**config.mk**
```make
export PLATFORM = sky130hd
export DESIGN_NAME = mux8_rr_arbiter
export DESIGN_NICKNAME = d
export VERILOG_FILES = /design/src/rtl/mux8_arb_pkg.sv /design/src/rtl/mux8_rr_arbiter_rr_pick8.sv /design/src/rtl/mux8_rr_arbiter.sv
export SDC_FILE = /design/constraint.sdc
export NUM_CORES = 1
export LEC_CHECK = 0
export CORE_MARGIN = 4
export CORE_UTILIZATION = 40
export CTS_CLUSTER_SIZE = 12
export DETAILED_ROUTE_END_ITERATION = 8
export PLACE_DENSITY = 0.62
export SETUP_SLACK_MARGIN = 0.4
export SYNTH_ARGS = -nofsm -noshare
export SYNTH_HDL_FRONTEND = slang
export SYNTH_HIERARCHICAL = 1
export SYNTH_SLANG_ARGS = --single-unit
```
**constraint.sdc**
```tcl
create_clock -name clk -period 4.35 [get_ports clk]
set_input_delay 0.87 -clock clk [delete_from_list [all_inputs] [get_ports clk]]
set_output_delay 0.87 -clock clk [all_outputs]
set_load 0.02 [all_outputs]
```
**src/rtl/mux8_arb_pkg.sv**
```systemverilog
// Shared constants, FSM state type and one-hot helper for the 8-input round-robin mux arbiter.
package mux8_arb_pkg;

  localparam int N_REQ = 8;
  localparam int SEL_W = 3;

  typedef enum logic {
    IDLE  = 1'b0,
    GRANT = 1'b1
  } arb_state_t;

  function automatic logic [N_REQ-1:0] onehot8(input logic [SEL_W-1:0] idx);
    return N_REQ'(1) << idx;
  endfunction

endpackage

```
**src/rtl/mux8_rr_arbiter_rr_pick8.sv**
```systemverilog
// Rotated priority encoder: first set request scanning ptr, ptr+1, ... modulo 8. Purely combinational.
module rr_pick8
  import mux8_arb_pkg::*;
(
  input  logic [N_REQ-1:0] req,
  input  logic [SEL_W-1:0] ptr,
  output logic             any,
  output logic [SEL_W-1:0] idx
);

  logic [SEL_W-1:0] w_cand;

  // Walk from the farthest offset back to ptr so the nearest set bit is written last.
  always_comb begin
    any    = 1'b0;
    idx    = '0;
    w_cand = '0;
    for (int k = N_REQ - 1; k >= 0; k--) begin
      w_cand = ptr + SEL_W'(k);
      if (req[w_cand]) begin
        any = 1'b1;
        idx = w_cand;
      end
    end
  end

endmodule

```
**src/rtl/mux8_rr_arbiter.sv**
```systemverilog
// Round-robin arbiter / select sequencer for the shared 8:1 mux; one-cycle grant latency, one bubble per release.
// Define MUX8_ARB_HOLD_LIMIT_EN to force release after MAX_HOLD accepted beats; otherwise the owner holds until its req drops.
module mux8_rr_arbiter
  import mux8_arb_pkg::*;
#(
  parameter int MAX_HOLD = 4,
  parameter int CNT_W    = 4
) (
  input  logic             clk,
  input  logic             rst_n,
  input  logic [N_REQ-1:0] req,
  input  logic             out_ready,
  output logic [N_REQ-1:0] gnt,
  output logic [SEL_W-1:0] sel,
  output logic             out_valid,
  output logic             beat_done,
  output logic             busy
);

  arb_state_t       r_state, w_state_nxt;
  logic [N_REQ-1:0] r_gnt, w_gnt_nxt;
  logic [SEL_W-1:0] r_sel, w_sel_nxt;
  logic [SEL_W-1:0] r_ptr, w_ptr_nxt;
  logic             w_any;
  logic [SEL_W-1:0] w_idx;
  logic             w_owner_req;
  logic             w_beat;
  logic             w_release;

  rr_pick8 u_pick (
    .req (req),
    .ptr (r_ptr),
    .any (w_any),
    .idx (w_idx)
  );

  assign w_owner_req = req[r_sel];
  assign w_beat      = (r_state == GRANT) && w_owner_req && out_ready;

`ifdef MUX8_ARB_HOLD_LIMIT_EN
  logic [CNT_W-1:0] r_cnt, w_cnt_nxt;

  assign w_release = !w_owner_req || (w_beat && (r_cnt == CNT_W'(MAX_HOLD - 1)));

  always_comb begin
    w_cnt_nxt = r_cnt;
    if (r_state == IDLE) begin
      w_cnt_nxt = '0;
    end else if (w_beat) begin
      w_cnt_nxt = r_cnt + CNT_W'(1);
    end
  end

  always_ff @(posedge clk or negedge rst_n) begin
    if (!rst_n) begin
      r_cnt <= '0;
    end else begin
      r_cnt <= w_cnt_nxt;
    end
  end
`else
  logic [CNT_W-1:0] w_unused_hold;

  assign w_unused_hold = CNT_W'(MAX_HOLD);
  assign w_release     = !w_owner_req;
`endif

  always_comb begin
    w_state_nxt = r_state;
    w_gnt_nxt   = r_gnt;
    w_sel_nxt   = r_sel;
    w_ptr_nxt   = r_ptr;
    case (r_state)
      IDLE: begin
        if (w_any) begin
          w_state_nxt = GRANT;
          w_gnt_nxt   = onehot8(w_idx);
          w_sel_nxt   = w_idx;
        end
      end
      GRANT: begin
        // sel is left alone on release so the mux input does not move during the bubble.
        if (w_release) begin
          w_state_nxt = IDLE;
          w_gnt_nxt   = '0;
          w_ptr_nxt   = r_sel + SEL_W'(1);
        end
      end
      default: begin
        w_state_nxt = IDLE;
        w_gnt_nxt   = '0;
      end
    endcase
  end

  always_ff @(posedge clk or negedge rst_n) begin
    if (!rst_n) begin
      r_state <= IDLE;
      r_gnt   <= '0;
      r_sel   <= '0;
      r_ptr   <= '0;
    end else begin
      r_state <= w_state_nxt;
      r_gnt   <= w_gnt_nxt;
      r_sel   <= w_sel_nxt;
      r_ptr   <= w_ptr_nxt;
    end
  end

  assign gnt       = r_gnt;
  assign sel       = r_sel;
  assign busy      = (r_state == GRANT);
  assign out_valid = (r_state == GRANT) && w_owner_req;
  assign beat_done = w_beat;

endmodule

```
==> reports/results.ini, run 1 <==
[timing]
min_period_ns=3.78
rsz0062_at_grt=false
setup_viol=0
tns_ns=0
worst_pin_slew_ns=0.753
maxSlewViolCount=0
fin_ws_ns=0.569
fin_worst_skew_ns=0.00232
slew-limit-headroom_pct=49.8
min_period_over_period_pct=86.9
hold_violations=0
fmax_ghz=0.265

[floorplanning]
start_util_pct=41.8
rows=22
die_x_um=70.3
pin_count=25
die_h_um=70.3
coreArea_um2=3720
dieArea_um2=4940

[worst_hold_path]
whs_path_depth=1
hold_start=gnt[3]
hold_class=reg -> reg
hold_path_end=gnt[3]

[global_route]
grt_overflow_total=0
grt_use_total_pct=16.0
grt_pass1_wl_um=6600
grt_pass1_vias=1388
grt_max_degree=23
antenna_found_initial=0

[cts]
cts.htree.levels=1
clk_latency_ns=0.24
cts_buffer_depth=2
cts_tree=built
path_clk_slew_ns=0.06
cts-root-buf=clkbuf_8
clkSinkCount=15
cts_hold_buf=0
cts_buffers=3

[logic_synthesis]
synth_warnings=6
synth.ff_latch_count=15
syn_area_um2=1550
ys.flop_type=dfrtp_1
synth.net_count=165
synthCells=151
yosys.cell_types.count=52
ys_seq_area_share_pct=24.2
synth_edf_count=0
synth_async_sr_flop_share_pct=100
synth_area_per_cell_um2=10.3

[setup_path]
worst_setup_path_start_kind=input port
ff2ff_setup_slack_ns=1.23
rr_endpoint=gnt[0]
rr_startpoint=r_ptr[1]
path_max_fanout=7
reg2regPathDepth=10
cp.required_ns=3.48
end_kind=primary output
crit_arrival_ns=2.91
cp-startpoint=req[6]
crit_type=in -> out

[route]
met3_length_um=131
drtIter0Drc=74
ant_nets=0
met1_length_um=1780
wire_per_inst_um=17.2
highest_layer=met3
drt_first_pass_iters=4
route.met2.wl_um=1930
viasPerCell=5.98
wirelength_um=3840
drc=0
vias=1334

[job]
cap_violations=0

[status]
status=finished, final reports clean

[cells_and_area]
regArea_um2=375
diodes=0
multi_input_area_um2=1100
final_cell_mix=clkdlybuf4s50_1 (24), nand2_1 (17), dfrtp_1 (15)
num-fill-cells=355
final_common_cell=clkdlybuf4s50_1
areaGrowthSynthToFinish_pct=20.7
nNetsFinal=190
layout-drive-gt1-share_pct=16.0

[place]
gp_congestion=0.969
hpwl_um=2950
portBuffers=24
pre_cts_ws_ns=0.487

==> through the flow <==
step	utilization, %	instance area [um2]	hold WS [ns]	std cells
2_1_floorplan	-	1550	0.507	151
5_1_grt	50.4	1870	0.516	223
3_3_place_gp	49.1	1820	0.464	219
6_report	50.4	1870	0.498	223
3_5_place_dp	49.1	1820	0.482	219
4_1_cts	50.3	1870	0.502	223
==> kinds of logic after synthesis <==
logic type      synth area share (%)
compound gates                  23.9
flops                           24.2
mux                             27.3
fa+ha+maj                       2.42
xor+xnor                        2.26
buf+inv                         5.56
simple gates                    14.4
==> state kept, by name, indices dropped and copies added, names as in the netlist <==
| register | flops |
|---|---|
| gnt | 8 |
| busy | 1 |
| r_ptr | 3 |
| sel | 3 |
==> Yosys cell counts, types with 2 or more instances <==
cell type / instances / area share, %
a21oi_1: 7 / 2.3
a31oi_1: 3 / 1.2
a32o_1: 4 / 2.6
and2_1: 3 / 1.2
buf_4: 3 / 1.5
buf_6: 2 / 1.5
clkbuf_1: 2 / 0.48
dfrtp_1: 15 / 24
ha_1: 3 / 2.4
inv_1: 9 / 2.2
mux2_2: 7 / 5.1
mux2_4: 2 / 1.9
mux2i_1: 6 / 3.9
mux4_1: 5 / 8.5
mux4_2: 5 / 7.3
nand2_1: 17 / 4.1
nand2b_1: 4 / 1.6
nor2_1: 7 / 1.7
nor2b_1: 3 / 1.2
nor3_1: 3 / 0.97
nor4_1: 2 / 0.81
o21ai_0: 4 / 1.3
o22ai_1: 2 / 0.81
o2bb2ai_1: 3 / 1.7
xor2_1: 3 / 1.7
==> worst max-delay path, cell delays in order <==
cell and delay [ns]:
clkdlybuf4s50_1 0.58, mux2i_1 0.13, and3_4 0.23, nor4_2 0.32, and2_1 0.18, clkdlybuf4s50_1 0.60
==> layer usage <==
layer / GRT usage (%) / vias up
met1: 21.9 / 655
met2: 26.3 / 38
met3: 2.16 / 0
met5: 0 / -
li1: - / 641
met4: 4.04 / 0
==> what timing repair did <==
action                                  CTS  global route
endpoints found under the setup margin    0             1
gates resized for setup                   0             1
buffers inserted                          0             0
==> layout make-up <==
cell class,instances,share of cell area (%)
Clock buffer,4,2.40
Inverter,9,1.80
Multi-Input combinational cell,120,58.5
Sequential cell,15,20.0
Tap cell,48,3.20
Timing Repair Buffer,27,14.0
==> how the worst max path moves through the flow <==
| stage | endpoint | slack, ns |
|---|---|---|
| floorplan | beat_done | 1.20 |
| global placement | beat_done | 0.55 |
| detailed placement | beat_done | 0.49 |
| CTS | beat_done | 0.46 |
| global route | beat_done | 0.44 |
| finish | beat_done | 0.57 |
Power of run 1 is not shown: default switching activity piles up to over one toggle a cycle in this logic, so the estimate is an artifact.
==> run 2: changes to the inputs <==
--- a/config.mk
+++ b/config.mk
@@ -5,12 +5,15 @@
 export SDC_FILE = /design/constraint.sdc
 export NUM_CORES = 1
 export LEC_CHECK = 0
+export CELL_PAD_IN_SITES_DETAIL_PLACEMENT = 1
+export CELL_PAD_IN_SITES_GLOBAL_PLACEMENT = 1
 export CORE_MARGIN = 4
 export CORE_UTILIZATION = 40
 export CTS_CLUSTER_SIZE = 12
 export DETAILED_ROUTE_END_ITERATION = 8
-export PLACE_DENSITY = 0.62
+export PLACE_DENSITY = 0.76
 export SETUP_SLACK_MARGIN = 0.4
+export SLEW_MARGIN = 20
 export SYNTH_ARGS = -nofsm -noshare
 export SYNTH_HDL_FRONTEND = slang
 export SYNTH_HIERARCHICAL = 1
==> reports/results.ini, run 2 (synthesis results as in run 1) <==
[cells_and_area]
diodes=0  ; unchanged
design_area_um2=1870  ; unchanged
nNetsFinal=190  ; unchanged
final_common_cell=clkdlybuf4s50_1
largest_reg_flops=8  ; unchanged
layout-drive-gt1-share_pct=16.0  ; unchanged
areaGrowthSynthToFinish_pct=20.7  ; unchanged
final_cell_mix=clkdlybuf4s50_1 (24), nand2_1 (17), dfrtp_1 (15)

[cts]
cts_buffer_depth=2  ; unchanged
cts.htree.levels=1  ; unchanged
path_clk_slew_ns=0.06  ; about the same
cts_tree=built
clkSinkCount=15  ; unchanged
cts_buffers=3  ; unchanged
postCtsSetupBuffers=0  ; unchanged
cts_hold_buf=0  ; unchanged
cts-root-buf=clkbuf_8
clk_latency_ns=0.25  ; about the same

[setup_path]
ff2ff_setup_slack_ns=1.16  ; -0.07 ns
cpPeakStageDelay_ns=0.60  ; about the same
slowest_stage=clkdlybuf4s50_1
rr_startpoint=r_ptr[1]
end_kind=primary output
critical-path-top-delay-family=buffers and inverters
crit_arrival_ns=2.90  ; about the same
worst_setup_path_start_kind=input port
path_max_fanout=7  ; unchanged
cp_common_cell=clkdlybuf4s50_1
rr_endpoint=gnt[0]
reg2regPathDepth=10  ; unchanged
crit_type=in -> out
cp_num_buf_inv=2  ; unchanged
cp.required_ns=3.48  ; about the same
worstPathCellList=clkdlybuf4s50_1 -> mux2i_1 -> and3_4 -> nor4_2 -> and2_1 -> clkdlybuf4s50_1

[route]
wirelength_um=4250  ; +11%
viasPerCell=6.09  ; +1.9%
drt_first_pass_iters=4  ; unchanged
drc=0  ; unchanged
wire_per_inst_um=19.1  ; +11%
vias=1359  ; +1.9%
met3_length_um=116  ; -11%
met1_length_um=1940  ; +9.4%
ant_nets=0  ; unchanged
route.met2.wl_um=2120  ; +9.5%
drtIter0Drc=74  ; unchanged
highest_layer=met4

[worst_hold_path]
hold_class=reg -> reg
hold_start=gnt[7]
hold_path_end=gnt[7]
whs_path_depth=1  ; unchanged

[timing]
tns_ns=0  ; unchanged
rsz0062_at_grt=false
setup_viol=0  ; unchanged
worst_pin_slew_ns=0.773  ; +0.0193 ns
slew-limit-headroom_pct=48.5  ; -1.3 points
maxSlewViolCount=0  ; unchanged
min_period_over_period_pct=86.7  ; -0.22 points
fin_worst_skew_ns=0.00279  ; +0.000475 ns
hold_violations=0  ; unchanged
fmax_ghz=0.265  ; +0.26%
min_period_ns=3.77  ; -0.00964 ns

[global_route]
grt_use_total_pct=18.0  ; +2.0 points
antenna_found_initial=0  ; unchanged
grt_max_degree=23  ; unchanged
grt_overflow_total=0  ; unchanged
grt_pass1_wl_um=7320  ; +11%
grt_pass1_vias=1474  ; +6.2%

[job]
cap_violations=0  ; unchanged

[floorplanning]
die_x_um=70.3  ; unchanged
start_util_pct=41.8  ; unchanged
coreArea_um2=3720  ; unchanged
pin_count=25  ; unchanged
rows=22  ; unchanged
dieArea_um2=4940  ; unchanged
die_h_um=70.3  ; unchanged

[place]
hpwl_um=3290  ; +12%
portBuffers=24  ; unchanged
gp_congestion=0.955  ; -1.4%
postPlaceCellArea_um2=1820  ; unchanged

[status]
status=finished, final reports clean

[run 2: worst max-delay path by stage]
stage	startpoint	endpoint	slack, ns	cells past startpoint
after floorplan	req[0]	beat_done	1.20	4
after global placement	req[7]	beat_done	0.55	6
after detailed placement	req[7]	beat_done	0.49	6
after CTS	req[7]	beat_done	0.48	6
after global routing	req[6]	beat_done	0.42	6
final	req[7]	beat_done	0.58	6
[run 2: area by class of cell]
type / instances / area [um2]
sequential: 15 / 375
inverter: 9 / 33.8
timing repair buffer: 27 / 263
clock buffer: 4 / 45.0
tap: 48 / 60.1
fill: 421 / 1840
multi-input combinational: 120 / 1100
[run 2: repair_timing]
action / 4_1_cts / 5_1_grt
gates resized for setup: 0 / 1
endpoints found under the setup margin: 0 / 2
hold endpoints to repair: 0 / 0
[run 2: stage by stage]
step	setup WS, ns	hold slack, ns	utilization (%)	instances
after global routing	0.425	0.519	50.4	223
after floorplan	1.20	0.507	-	151
after global placement	0.552	0.461	49.1	219
after CTS	0.475	0.503	50.3	223
final	0.579	0.500	50.4	223
after detailed placement	0.495	0.485	49.1	219
[run 2: layer usage]
| layer | vias up | track usage [%] |
|---|---|---|
| li1 | 633 | - |
| met1 | 685 | 23.3 |
| met2 | 34 | 30.7 |
| met3 | 7 | 2.45 |
| met4 | 0 | 5.74 |
| met5 | - | 0 |
Power of run 2 is left out for the same reason.
==> run 3: changes to the inputs <==
--- a/config.mk
+++ b/config.mk
@@ -8,10 +8,10 @@
 export CELL_PAD_IN_SITES_DETAIL_PLACEMENT = 1
 export CELL_PAD_IN_SITES_GLOBAL_PLACEMENT = 1
 export CORE_MARGIN = 4
-export CORE_UTILIZATION = 40
+export CORE_UTILIZATION = 42
 export CTS_CLUSTER_SIZE = 12
 export DETAILED_ROUTE_END_ITERATION = 8
-export PLACE_DENSITY = 0.76
+export PLACE_DENSITY = 0.79
 export SETUP_SLACK_MARGIN = 0.4
 export SLEW_MARGIN = 20
 export SYNTH_ARGS = -nofsm -noshare
==> reports/results.ini, run 3 (synthesis results as in run 1) <==
[cts]
cts_hold_buf=0  ; unchanged
clkSinkCount=15  ; unchanged
clk_latency_ns=0.25  ; about the same
cts_buffer_depth=2  ; unchanged
cts_buffers=3  ; unchanged
cts-root-buf=clkbuf_8
cts.htree.levels=1  ; unchanged
cts_tree=built
path_clk_slew_ns=0.06  ; about the same
postCtsSetupBuffers=0  ; unchanged

[setup_path]
rr_startpoint=r_ptr[0]
ff2ff_setup_slack_ns=0.76  ; -0.40 ns
path_max_fanout=7  ; unchanged
crit_type=in -> out
end_kind=primary output
cp.required_ns=3.48  ; about the same
worst_setup_path_start_kind=input port
rr_endpoint=gnt[0]
crit_arrival_ns=2.90  ; about the same
reg2regPathDepth=10  ; unchanged
cp-startpoint=req[6]

[floorplanning]
start_util_pct=45.1  ; +3.3 points
dieArea_um2=4730  ; -4.2%
pin_count=25  ; unchanged
die_h_um=68.8  ; -2.1%
rows=21  ; -4.5%
die_x_um=68.8  ; -2.1%
coreArea_um2=3440  ; -7.4%

[worst_hold_path]
hold_start=gnt[1]
hold_path_end=gnt[1]
whs_path_depth=1  ; unchanged
hold_class=reg -> reg

[timing]
tns_ns=0  ; unchanged
worst_pin_slew_ns=0.768  ; -0.00466 ns
fin_worst_skew_ns=0.00120  ; -0.00159 ns
min_period_ns=3.77  ; -0.00552 ns
min_period_over_period_pct=86.6  ; -0.13 points
maxSlewViolCount=0  ; unchanged
fmax_ghz=0.266  ; +0.15%
setup_viol=0  ; unchanged
hold_violations=0  ; unchanged
slew-limit-headroom_pct=48.8  ; +0.31 points
rsz0062_at_grt=false

[cells_and_area]
layout-drive-gt1-share_pct=16.1  ; +0.092 points
largest_reg_flops=8  ; unchanged
final_common_cell=clkdlybuf4s50_1
nNetsFinal=189  ; -0.53%
areaGrowthSynthToFinish_pct=20.1
design_area_um2=1870  ; -0.47%
diodes=0  ; unchanged
fin_cells=220  ; -1.3%
num-fill-cells=379  ; -10%
final_cell_mix=clkdlybuf4s50_1 (24), nand2_1 (17), dfrtp_1 (15)

[global_route]
grt_max_degree=23  ; unchanged
grt_use_total_pct=21.4  ; +3.5 points
antenna_found_initial=0  ; unchanged
grt_pass1_wl_um=7590  ; +3.7%
grt_pass1_vias=1514  ; +2.7%
grt_overflow_total=0  ; unchanged

[place]
portBuffers=24  ; unchanged
hpwl_um=3470  ; +5.6%
gp_congestion=0.953  ; -0.19%
place_inst=216  ; -1.4%
postPlaceCellArea_um2=1810  ; -0.55%

[job]
cap_violations=0  ; unchanged

[route]
wire_per_inst_um=20.1  ; +5.3%
drtIter0Drc=47  ; -36%
viasPerCell=6.18  ; +1.4%
drc=0  ; unchanged
vias=1359  ; unchanged
ant_nets=0  ; unchanged
wirelength_um=4420  ; +3.9%
drt_first_pass_iters=4  ; unchanged

[status]
status=finished, final reports clean

## run 3: changes by cell type in the layout (fill, tap and decap cells not counted), sizes merged
cell | previous run | this run
buf | 3 | 2
clkinv | 0 | 1
clkbuf | 4 | 3
## run 3: worst max path at each step
stage | endpoint | depth (start not counted)
2_1_floorplan | beat_done | 4
3_3_place_gp | beat_done | 6
3_5_place_dp | beat_done | 6
4_1_cts | beat_done | 6
5_1_grt | gnt[4] | 10
6_report | beat_done | 6
## run 3: repair_timing
action / in CTS / in global routing
gates resized for setup: 0 / 1
endpoints found under the setup margin: 0 / 1
hold endpoints to repair: 0 / 0
## run 3: through the flow
stage,utilization [%],worst slack (ns),hold slack [ns]
finish,54.2,0.585,0.495
global route,54.2,0.463,0.519
CTS,54.0,0.483,0.500
detailed placement,52.7,0.492,0.485
global placement,52.7,0.584,0.462
floorplan,-,1.20,0.507
## run 3: cell type report
class	count	area [um2]	area share [%]
clock buffer	3	41.3	2.21
timing repair buffer	26	255	13.7
tap	46	57.6	3.09
sequential	15	375	20.1
inverter	9	33.8	1.81
multi-input combinational	120	1100	58.8
clock inverter	1	5.00	0.268
## run 3: critical path: stages
cell and delay, ns:
clkdlybuf4s50_1 0.60, mux2i_1 0.11, and3_4 0.22, nor4_2 0.31, and2_1 0.17, clkdlybuf4s50_1 0.60
## run 3: routing by layer
metal / part of all wire, % / vias to the layer above / global-route usage (%)
met5: 0 / - / 0
met4: 0.38 / 0 / 6.08
met3: 2.6 / 2 / 2.59
met2: 52 / 23 / 37.4
met1: 45 / 695 / 27.8
li1: - / 639 / -
Power of run 3 is left out for the same reason.
